File: src/rtl/fifo_tx_pkg.sv
// Shared types and constants for the burst pattern generator and its LFSR.
package fifo_tx_pkg;

  typedef enum logic [2:0] {
    ST_IDLE = 3'd0,
    ST_WAIT = 3'd1,
    ST_HEAD = 3'd2,
    ST_WORK = 3'd3,
    ST_DONE = 3'd4
  } state_t;

  localparam logic [1:0] PAT_INC   = 2'd0;
  localparam logic [1:0] PAT_ONES  = 2'd1;
  localparam logic [1:0] PAT_LFSR  = 2'd2;
  localparam logic [1:0] PAT_CHOFS = 2'd3;

  // Fibonacci taps 32,22,2,1 expressed as bit positions 31,21,1,0.
  localparam logic [31:0] LFSR_TAPS = 32'h8020_0003;

  function automatic logic lfsr_feedback(input logic [31:0] s);
    return ^(s & LFSR_TAPS);
  endfunction

endpackage

File: src/rtl/fifo_tx_gen_lfsr32.sv
// 32-bit shift-left Fibonacci LFSR; advances one step per cycle while en is high.
module lfsr32
  import fifo_tx_pkg::*;
#(
  parameter logic [31:0] SEED = 32'hACE1_0001
) (
  input  logic        clk,
  input  logic        rst,
  input  logic        en,
  output logic [31:0] q
);

  logic [31:0] q_reg;
  logic [31:0] q_next;

  assign q_next[0] = lfsr_feedback(q_reg);

  for (genvar gi = 1; gi < 32; gi++) begin : g_shift
    assign q_next[gi] = q_reg[gi-1];
  end

  always_ff @(posedge clk or posedge rst) begin
    if (rst) begin
      q_reg <= SEED;
    end else if (en) begin
      q_reg <= q_next;
    end
  end

  assign q = q_reg;

endmodule

File: src/rtl/fifo_tx_gen.sv
// Framed burst generator: one header word then BURST_LEN pattern words per burst,
// channels rotating round-robin, writes stalling while the TX FIFO is full.
module fifo_tx_gen
  import fifo_tx_pkg::*;
#(
  parameter int          DW        = 8,
  parameter int          BURST_LEN = 128,
  parameter int          CH_NUM    = 4,
  parameter int          CHW       = (CH_NUM > 1) ? $clog2(CH_NUM) : 1,
  parameter logic [7:0]  HDR_TAG   = 8'hF0,
  parameter logic [31:0] SEED      = 32'hACE1_0001
) (
  input  logic           clk,
  input  logic           rst,
  input  logic           full,
  input  logic           fs,
  input  logic [1:0]     mode,
  output logic           fd,
  output logic           fifo_txen,
  output logic [DW-1:0]  fifo_txd,
  output logic [CHW-1:0] ch
);

  localparam int             NW          = $clog2(BURST_LEN + 1);
  localparam logic [NW-1:0]  NUM_LAST    = NW'(BURST_LEN - 1);
  localparam logic [CHW-1:0] CH_LAST     = CHW'(CH_NUM - 1);
  localparam logic [DW-1:0]  HDR_TAG_EXT = DW'(HDR_TAG);

  state_t         state_reg, state_next;
  logic [NW-1:0]  num_reg,   num_next;
  logic [CHW-1:0] ch_reg,    ch_next;
  logic [1:0]     mode_reg,  mode_next;
  logic           lfsr_en;
  logic [31:0]    lfsr_q;
  logic [DW-1:0]  hdr_word;
  logic [DW-1:0]  pat_word;

  lfsr32 #(
    .SEED (SEED)
  ) u_lfsr (
    .clk (clk),
    .rst (rst),
    .en  (lfsr_en),
    .q   (lfsr_q)
  );

  // Header: tag with its low CHW bits overwritten by the channel index.
  for (genvar gi = 0; gi < DW; gi++) begin : g_hdr
    if (gi < CHW) begin : g_ch_bit
      assign hdr_word[gi] = ch_reg[gi];
    end else begin : g_tag_bit
      assign hdr_word[gi] = HDR_TAG_EXT[gi];
    end
  end

  always_comb begin
    pat_word = '0;
    case (mode_reg)
      PAT_INC:   pat_word = DW'(32'(num_reg) + 32'd1);
      PAT_ONES:  pat_word = '1;
      PAT_LFSR:  pat_word = DW'(lfsr_q);
      PAT_CHOFS: pat_word = DW'(32'(ch_reg) * 32'(BURST_LEN) + 32'(num_reg) + 32'd1);
      default:   pat_word = '0;
    endcase
  end

  always_ff @(posedge clk or posedge rst) begin
    if (rst) begin
      state_reg <= ST_IDLE;
      num_reg   <= '0;
      ch_reg    <= '0;
      mode_reg  <= PAT_INC;
    end else begin
      state_reg <= state_next;
      num_reg   <= num_next;
      ch_reg    <= ch_next;
      mode_reg  <= mode_next;
    end
  end

  always_comb begin
    state_next = state_reg;
    num_next   = num_reg;
    ch_next    = ch_reg;
    mode_next  = mode_reg;
    fifo_txen  = 1'b0;
    fd         = 1'b0;
    lfsr_en    = 1'b0;
    case (state_reg)
      ST_IDLE: begin
        if (!full) state_next = ST_WAIT;
      end
      ST_WAIT: begin
        if (fs) begin
          state_next = ST_HEAD;
          num_next   = '0;
          mode_next  = mode;
        end
      end
      ST_HEAD: begin
        fifo_txen = !full;
        if (!full) state_next = ST_WORK;
      end
      ST_WORK: begin
        fifo_txen = !full;
        if (!full) begin
          num_next = num_reg + NW'(1);
          lfsr_en  = (mode_reg == PAT_LFSR);
          if (num_reg == NUM_LAST) state_next = ST_DONE;
        end
      end
      ST_DONE: begin
        fd = 1'b1;
        // Hold here while the controller still requests, so fd stays a level.
        if (!fs) begin
          state_next = ST_IDLE;
          ch_next    = (ch_reg == CH_LAST) ? '0 : ch_reg + CHW'(1);
        end
      end
      default: state_next = ST_IDLE;
    endcase
  end

  assign fifo_txd = (state_reg == ST_WORK) ? pat_word : hdr_word;
  assign ch       = ch_reg;

endmodule

File: config.mk
export PLATFORM = sky130hd
export DESIGN_NAME = fifo_tx_gen
export DESIGN_NICKNAME = d
export VERILOG_FILES = /design/src/rtl/fifo_tx_pkg.sv /design/src/rtl/fifo_tx_gen_lfsr32.sv /design/src/rtl/fifo_tx_gen.sv
export SDC_FILE = /design/constraint.sdc
export NUM_CORES = 1
export LEC_CHECK = 0
export CAP_MARGIN = 10
export CORE_ASPECT_RATIO = 0.8
export CORE_MARGIN = 5
export CORE_UTILIZATION = 25
export DETAILED_ROUTE_END_ITERATION = 6
export PLACE_DENSITY = 0.47
export SYNTH_ARGS = -nofsm -noshare
export SYNTH_HDL_FRONTEND = slang
export SYNTH_SLANG_ARGS = --single-unit
File: constraint.sdc
create_clock -name clk -period 1.8 [get_ports clk]
set_input_delay 0.18 -clock clk [delete_from_list [all_inputs] [get_ports clk]]
set_output_delay 0.18 -clock clk [all_outputs]
set_load 0.05 [all_outputs]
# Word level (Yosys, flattened, before mapping)
# Cells that the tools add are included.
# word_totals
reg_bits	47
out_inout_bits	12
# op_classes
add_sub_neg	5
eq_ne	15
mux	17
n_bitwise	1
reduce_logical	10
# ops
operator	count
$pmux W8 S4	1
$reduce_xor A32 Y1	1
$add A8 B1 Y8 const B	3
$mux W8	3
$mux W3	6
$pmux W8 S2	1
$pmux W3 S5	1
$ne A2 B2 Y1 const B	6
$add A8 B8 Y8	1
$eq A8 B7 Y1 const B	1
$eq A2 B2 Y1 const B	3
$eq A3 B2 Y1 const B	2
$reduce_and A6 Y1	1
$mux W1	4
$reduce_and A2 Y1	2
$eq A3 B1 Y1 const B	1
$eq A3 B3 Y1 const B	1
$logic_not A3 Y1	1
$reduce_and A3 Y1	1
$add A2 B1 Y2 const B	1
$eq A2 B1 Y1 const B	1
$logic_not A2 Y1	1
$mux W2	1
$reduce_bool A2 Y1	1
other kinds (3)	3

# Longest topological paths before layout
# Gate-level depths: netlist of the first run.
# depth
word_depth	4
mapped_depth	6

# Modules after synthesis
# From an unflattened synthesis of the first run, not the netlist that was laid out.
# hier_totals
hier_cells	242
area_unflattened_um2	2755.1
# modules_own_cells
mod	n_inst	cells_per_inst	area_each_um2
lfsr32	1	105	1594.0
fifo_tx_gen	1	137	1161.1

# Worst setup path after synthesis of the first run
# OpenSTA, ideal clock, no wires.
# synth_timing
path_kind	register -> register
startpoint	register state_reg[1]
endpoint	register ch_reg[0] (netlist: ch[0])
setup_time_ns	0.128
arrival_time_ns	2.399
t_required_ns	1.672
slack_ns	-0.727
stages_incl_launch_ff	5
path_buffers	1
period_less_slack_ns	2.527
cell_sequence	dfrtp_1 > clkbuf_1 > nor3b_1 > nor2b_1 > mux2_1
# synth_between
elab_chain_len	2
# synth_rtl
element	line_no	text
start: declaration	fifo_tx_gen.sv:29	state_t state_reg, state_next;
start signal: assignment	fifo_tx_gen.sv:74	state_reg <= state_next;
$eq A3 B3 Y1	fifo_tx_gen.sv:89	case (state_reg)
$reduce_and A2 Y1 (no line)	-	
end signal: assignment	fifo_tx_gen.sv:76	ch_reg <= ch_next;
end: declaration	fifo_tx_gen.sv:31	logic [CHW-1:0] ch_reg, ch_next;
# No other way between the ends.
# A chain may end at the register's enable or synchronous reset.

# Final worst setup path of the first run
# layout_timing
startpoint	register num_reg[1]
endpoint	output fifo_txd[4]
# layout_between
elab_chain_len	4
word_cells_on_any_way	5
# layout_rtl
element	line_no	text
start: declaration	fifo_tx_gen.sv:30	logic [NW-1:0] num_reg, num_next;
start signal: assignment	fifo_tx_gen.sv:75	num_reg <= num_next;
$add A8 B8 Y8	fifo_tx_gen.sv:62	PAT_CHOFS: pat_word = DW'(32'(ch_reg) * 32'(BURST_LEN) + 32'(num_reg) + 32'd1);
$add A8 B1 Y8	fifo_tx_gen.sv:62	
$pmux W8 S4 *	fifo_tx_gen.sv:58	case (mode_reg)
$mux W8 *	fifo_tx_gen.sv:124	assign fifo_txd = (state_reg == ST_WORK) ? pat_word : hdr_word;
end: declaration	fifo_tx_gen.sv:20	output logic [DW-1:0] fifo_txd,
# Mark *: on every way between the ends. The rest lies on a longest branch, timed or not.

==> metrics.yaml, run 1 <==
status: "complete, but fails checks"
violations: "negative setup slack"
synth_cell_types: 53
pin_count: 18
synth_nets: 217
synth_top_cells_by_area: "dfrtp_1 39%, mux2_4 15%, dfstp_2 9.7%, nand2_1 2.9%, mux2_1 2.8%"
antennaDiodeCount: 0
rsz0062_at_grt: "yes"
cts.hold.buffers_added: 0
first_global_vias: 1687
syn_avg_cell_area_sq_um: 11.7
io_buffer_count: 17
antenna_found_initial: 0
cts.clk_slew.worst_paths_ns: 0.07
grt.total_usage: 0.0960
synth_simple_gate_area_share: 0.135
synth_top_area_cell: "dfrtp_1"
fp.coreArea_sq_um: 9610
r2r_cells: 7
grt_max_degree: 29
fmax_mhz: 507
drv_slew: 0
cp_max_fo: 4
area.growth.synth_to_final_pct: 39.2
synthAdderAreaFrac: 0.0102
finalHoldWorstSlack_ns: 0.241
ys.flop_type: "dfrtp_1"
reg2reg_slack_ns: 0.14
die_h_um: 98.5
die_w_um: 121
synth_mux_area_frac: 0.198
yosys.area.top_type_share: 0.389
cp-start-kind: "register"
synthCells: 209
numCtsBuffers: 5
cts_tree: "done"
place_congestion: 0.743
fin_total_pwr_mw: 4.80
ys_seq_area_frac: 0.486
ys_ff_latch: 47
post-route-min-period_ns: 1.97
async_flop_share: 1.00
final_hold_viol_count: 0
worst_ep_arrival_time_ns: 1.79
synth_edf_count: 0
wl_mm: 5.42
vias_per_cell: 4.63
slew_headroom: 0.518
fin_skew_ns: 0.00261
cp-end-kind: "output port"
synth-compound-area-share: 0.112
layout_commonest_cell: "dfrtp_1"
via_count: 1727
row_count: 32
grt_pass1_wl_mm: 8.96
design.die.area_sq_um: 11900
dp_hpwl_mm: 3.84
synth_top_family_by_area: "multiplexers"
grt-ovfl-total: 0
clock_latency_ns: 0.29
fin_area_sq_um: 3400
worstReg2RegStart: "num_reg[1]"
largest_reg_flops: 32
cts_root_buf: "clkbuf_16"
tightest_slew_ns: 0.719
clockBufferDepth: 2
drive_gt1_frac: 0.476
hold_path.class: "primary input to asynchronous set/reset pin"
p_leak_nw: 1.53
wl_per_cell_um: 14.5
crit_required_ns: 1.62
final_cell_mix: "33 x dfrtp_1, 27 x buf_4, 25 x mux2_4"
drc: 0
synth.cell_area_sq_um: 2440
r2r-end: "state_reg[1]"
antenna_left: 0
place_inst: 359
path_class: "register to output port"
maxCapViolCount: 0
nets: 261
ys_warn_count: 0
period_share: 1.10
stdcell_count: 373
synth_xor_area_frac: 0.0251
setup_viol: 6
place_area_sq_um: 3020
drtIter0Drc: 71
start_util: 0.254
vdd_drop_max_mv: 0.995
fin_ws_ns: -0.174
drt-pass1-iter-count: 4
h-tree-depth: 2
p_per_area_nw_per_um2: 1410
cts.sinks: 47
-- where the power goes --
| part | internal (mW) | total, mW | leakage [nW] | switching [mW] |
|---|---|---|---|---|
| clock network | 0.655 | 1.06 | 0.0838 | 0.401 |
| registers | 1.21 | 1.36 | 0.601 | 0.148 |
| logic | 1.05 | 2.38 | 0.847 | 1.34 |
| total | 2.92 | 4.80 | 1.53 | 1.89 |
-- routing by layer --
layer / vias up / global-route usage / part of all wire
met2: 30 / 0.125 / 0.40
li1: 839 / - / -
met3: 6 / 0.0275 / 0.031
met1: 852 / 0.150 / 0.56
met4: 0 / 0.0314 / 0.015
met5: - / 0 / 0
-- critical path: stages (launching register included) --
cell     delay [ns]
dfrtp_1        0.36
ha_2           0.23
nand3_4        0.12
xnor2_2        0.19
a21oi_1        0.09
or3_4          0.37
buf_6          0.16
-- worst max path at each step --
stage	from	end	slack [ns]	cells after the start
floorplan	state_reg[1]	fifo_txen	-0.12	2
global placement	num_reg[0]	state_reg[1]	-0.06	7
detailed placement	num_reg[0]	state_reg[1]	-0.08	7
CTS	num_reg[1]	fifo_txd[2]	-0.18	6
global route	num_reg[0]	fifo_txd[4]	-0.24	6
finish	num_reg[1]	fifo_txd[4]	-0.17	6
-- cells by family (layout without fill, tap and decap cells) --
group / after synthesis / count (layout)
muxes: 35 / 35
and+or+nand+nor: 59 / 59
AOI/OAI and AO/OA: 44 / 44
adders and majority gates: 2 / 2
xor gates and xnor gates: 7 / 7
DFF: 47 / 47
buffers and inverters: 15 / 60
-- final cells by class --
type / instances / area [sq um]
Sequential cell: 47 / 1190
Multi-Input combinational cell: 147 / 1380
Fill cell: 953 / 6210
Clock inverter: 3 / 43.8
Timing Repair Buffer: 47 / 490
Clock buffer: 5 / 125
Inverter: 5 / 21.3
Tap cell: 119 / 149
-- metrics by stage --
step,worst slack [ns],utilization,setup TNS [ns]
after floorplan,-0.115,-,-0.115
after CTS,-0.183,0.348,-0.590
after detailed placement,-0.0759,0.314,-0.140
after global placement,-0.0564,0.314,-0.109
after global routing,-0.240,0.354,-1.19
final,-0.174,0.354,-0.556
-- timing repair --
item,in CTS,in global routing
setup endpoints to repair,10,10
pin swaps,6,5
buffers inserted,3,3
resized for setup,31,8
-- synth_stat cells (3+ instances only) --
| cell | n |
|---|---|
| mux2_4 | 25 |
| o21ai_0 | 8 |
| dfrtp_1 | 38 |
| nand2_1 | 19 |
| nor2_1 | 9 |
| nand3_1 | 5 |
| nor3_1 | 3 |
| mux2_1 | 6 |
| a21oi_1 | 10 |
| dfstp_2 | 9 |
| inv_1 | 4 |
| o21ai_1 | 8 |
| mux2i_1 | 3 |
| xnor2_1 | 6 |
| a211oi_1 | 3 |
| buf_6 | 3 |
| clkbuf_1 | 3 |
| nand3b_1 | 4 |
No activity file was read; power rests on OpenSTA's default activity.
==> run 2, diff against run 1 <==
ABC_AREA = 1   (was unset)
PLACE_DENSITY = 0.48   (was 0.47)
clock period = 1.7 ns   (was 1.8 ns; I/O delays follow)
==> run 2 against run 1 <==
Against the previous run: the flow still finishes with violations (negative setup slack); non-clock buffer count down 4; power up 18%; cell area down 6.5%; largest cell class is now flip-flops and latches.
==> metrics.yaml, run 2 <==
cp-end-kind: "output port"
synth.cell_area_sq_um: 2260
final_cell_mix: "85 x nand2_1, 37 x dfrtp_1, 29 x inv_1"
clockBufferDepth: 2
synth_top_area_cell: "dfrtp_1"
drv_slew: 0
synth_edf_count: 0
drt-pass1-iter-count: 4
p_per_area_nw_per_um2: 1780
die_w_um: 116
pin_count: 18
grt_use_met2: 0.146
layout_commonest_cell: "nand2_1"
netSwitchingPower_mw: 2.21
antennaDiodeCount: 0
fill_cells: 927
first_global_vias: 1885
worstReg2RegStart: "num_reg[0]"
cts.clk_slew.worst_paths_ns: 0.07
antenna_left: 0
syn_avg_cell_area_sq_um: 8.12
p_leak_nw: 1.52
fin_ws_ns: -0.108
grt.total_usage: 0.102
tightest_slew_ns: 0.556
cts.sinks: 47
numCtsBuffers: 5
reg2reg_slack_ns: 0.13
power_frac_clock: 0.202
h-tree-depth: 2
place_area_sq_um: 2790
slew_headroom: 0.625
hold_path.class: "primary input to asynchronous set/reset pin"
pwr-share-seq: 0.340
fp.coreArea_sq_um: 8960
grt-ovfl-total: 0
fmax_mhz: 553
finish.utilization: 0.355
area.growth.synth_to_final_pct: 40.6
design.die.area_sq_um: 11100
setup_viol: 5
place_congestion: 0.867
multi_input_comb_area_sq_um: 1050
async_flop_share: 1.00
nets: 331
ys_warn_count: 0
cp_max_fo: 4
post-route-min-period_ns: 1.81
slowest_delay_ns: 0.42
largest_reg_flops: 32
violations: "negative setup slack"
drtIter0Drc: 72
grtUsageMet3: 0.0247
place_ws_ns: 0.0380
status: "complete, but fails checks"
synthCells: 279
worst_ep_arrival_time_ns: 1.64
crit_required_ns: 1.53
antenna_found_initial: 0
cts_root_buf: "clkbuf_16"
crit_slowest_cell: "dfrtp_1"
cp.buffers_inverters: 1
synth_common_cells: "90 x nand2_1, 38 x dfrtp_1, 34 x inv_1"
grtUsageMet1: 0.146
cts.hold.buffers_added: 0
ys_seq_area_frac: 0.524
start_util: 0.253
crit_family: "flip-flops"
fin_area_sq_um: 3180
synth_cell_types: 27
clock_latency_ns: 0.28
synth_nets: 287
switching_share: 0.391
io_buffer_count: 17
die_h_um: 95.1
synth_top_cells_by_area: "dfrtp_1 42%, nand2_1 15%, dfstp_2 10%, o21ai_0 6.2%, inv_1 5.6%"
p_int_mw: 3.45
finalHoldWorstSlack_ns: 0.202
drive_gt1_frac: 0.290
wl_per_cell_um: 11.9
cp_cell_sequence: "ha_4 > nand3_4 > xor2_2 > nor2_1 > a21oi_2 > buf_12"
fin_skew_ns: 0.00546
rsz0062_at_grt: "yes"
top_usage_layer: "met1"
final_hold_viol_count: 0
drc: 0
grt_pass1_wl_mm: 8.97
cts_tree: "done"
ys.flop_type: "dfrtp_1"
grt_max_degree: 26
vias_per_cell: 4.29
maxCapViolCount: 0
wl_mm: 5.20
ys_ff_latch: 47
yosys.area.top_type_share: 0.420
dp_hpwl_mm: 3.83
vdd_drop_max_mv: 0.997
period_share: 1.06
row_count: 31
path_class: "register to output port"
combPwrFrac: 0.459
r2r-end: "state_reg[0]"
via_count: 1884
cp-start-kind: "register"
seq_area_sq_um: 1190
r2r_cells: 6
yosysMostFrequentCell: "nand2_1"
[run 2: cell types whose count changed after synthesis, sizes merged, moves of 3 or more]
cell,change
mux2,-32
xor2,+3
nor2,+12
nand2,+72
nand3b,-3
inv,+31
o21ai,+17
buf,-4
mux2i,-3
a211oi,-3
xnor2,-4
nand3,+14
[run 2: how the worst max path moves through the flow]
stage                       startpoint          end  cells after the start
after floorplan           state_reg[2]  fifo_txd[0]                      5
after CTS                   num_reg[1]  fifo_txd[4]                      6
after detailed placement    num_reg[0]  fifo_txd[6]                      7
after global placement      num_reg[0]  fifo_txd[6]                      7
final                       num_reg[0]  fifo_txd[4]                      6
after global routing        num_reg[0]  fifo_txd[4]                      6
[run 2: what timing repair did]
action / 4_1_cts / 5_1_grt
resized for setup: 24 / 20
endpoints found under the setup margin: 8 / 8
endpoints found under the hold margin: 0 / 0
pin swaps: 4 / 12
setup buffers: 3 / 6
[run 2: power groups by stage]
stage | logic [mW] | clock network [mW] | registers (mW)
6_report | 2.60 | 1.14 | 1.92
5_1_grt | 2.87 | 1.22 | 1.99
3_3_place_gp | 2.40 | 0 | 1.91
2_1_floorplan | 1.39 | 0 | 1.97
4_1_cts | 2.52 | 1.18 | 1.92
3_5_place_dp | 2.42 | 0 | 1.92
[run 2: cell families after synthesis]
group | share of synthesized area
flops | 0.524
xor+xnor | 0.0232
buf+inv | 0.0768
compound gates | 0.104
fa+ha+maj | 0.0110
simple gates | 0.261
[run 2: metrics by stage]
| stage | cells | power (mW) | setup TNS [ns] |
|---|---|---|---|
| floorplan | 279 | 3.36 | -0.153 |
| global placement | 422 | 4.30 | 0 |
| detailed placement | 422 | 4.34 | 0 |
| CTS | 433 | 5.61 | -0.347 |
| global route | 439 | 6.08 | -0.619 |
| finish | 439 | 5.66 | -0.242 |
[run 2: cell type report]
type | instances | share of cell area
Timing Repair Buffer | 43 | 0.152
Inverter | 36 | 0.0440
Clock inverter | 2 | 0.0110
Multi-Input combinational cell | 190 | 0.331
Sequential cell | 47 | 0.373
Clock buffer | 6 | 0.0436
Tap cell | 115 | 0.0452
[run 2: routing by layer]
| metal | wire length (um) | vias to the layer above |
|---|---|---|
| met5 | 0 | - |
| met4 | 136 | 0 |
| met3 | 227 | 10 |
| met2 | 2170 | 35 |
| met1 | 2670 | 868 |
| li1 | - | 971 |
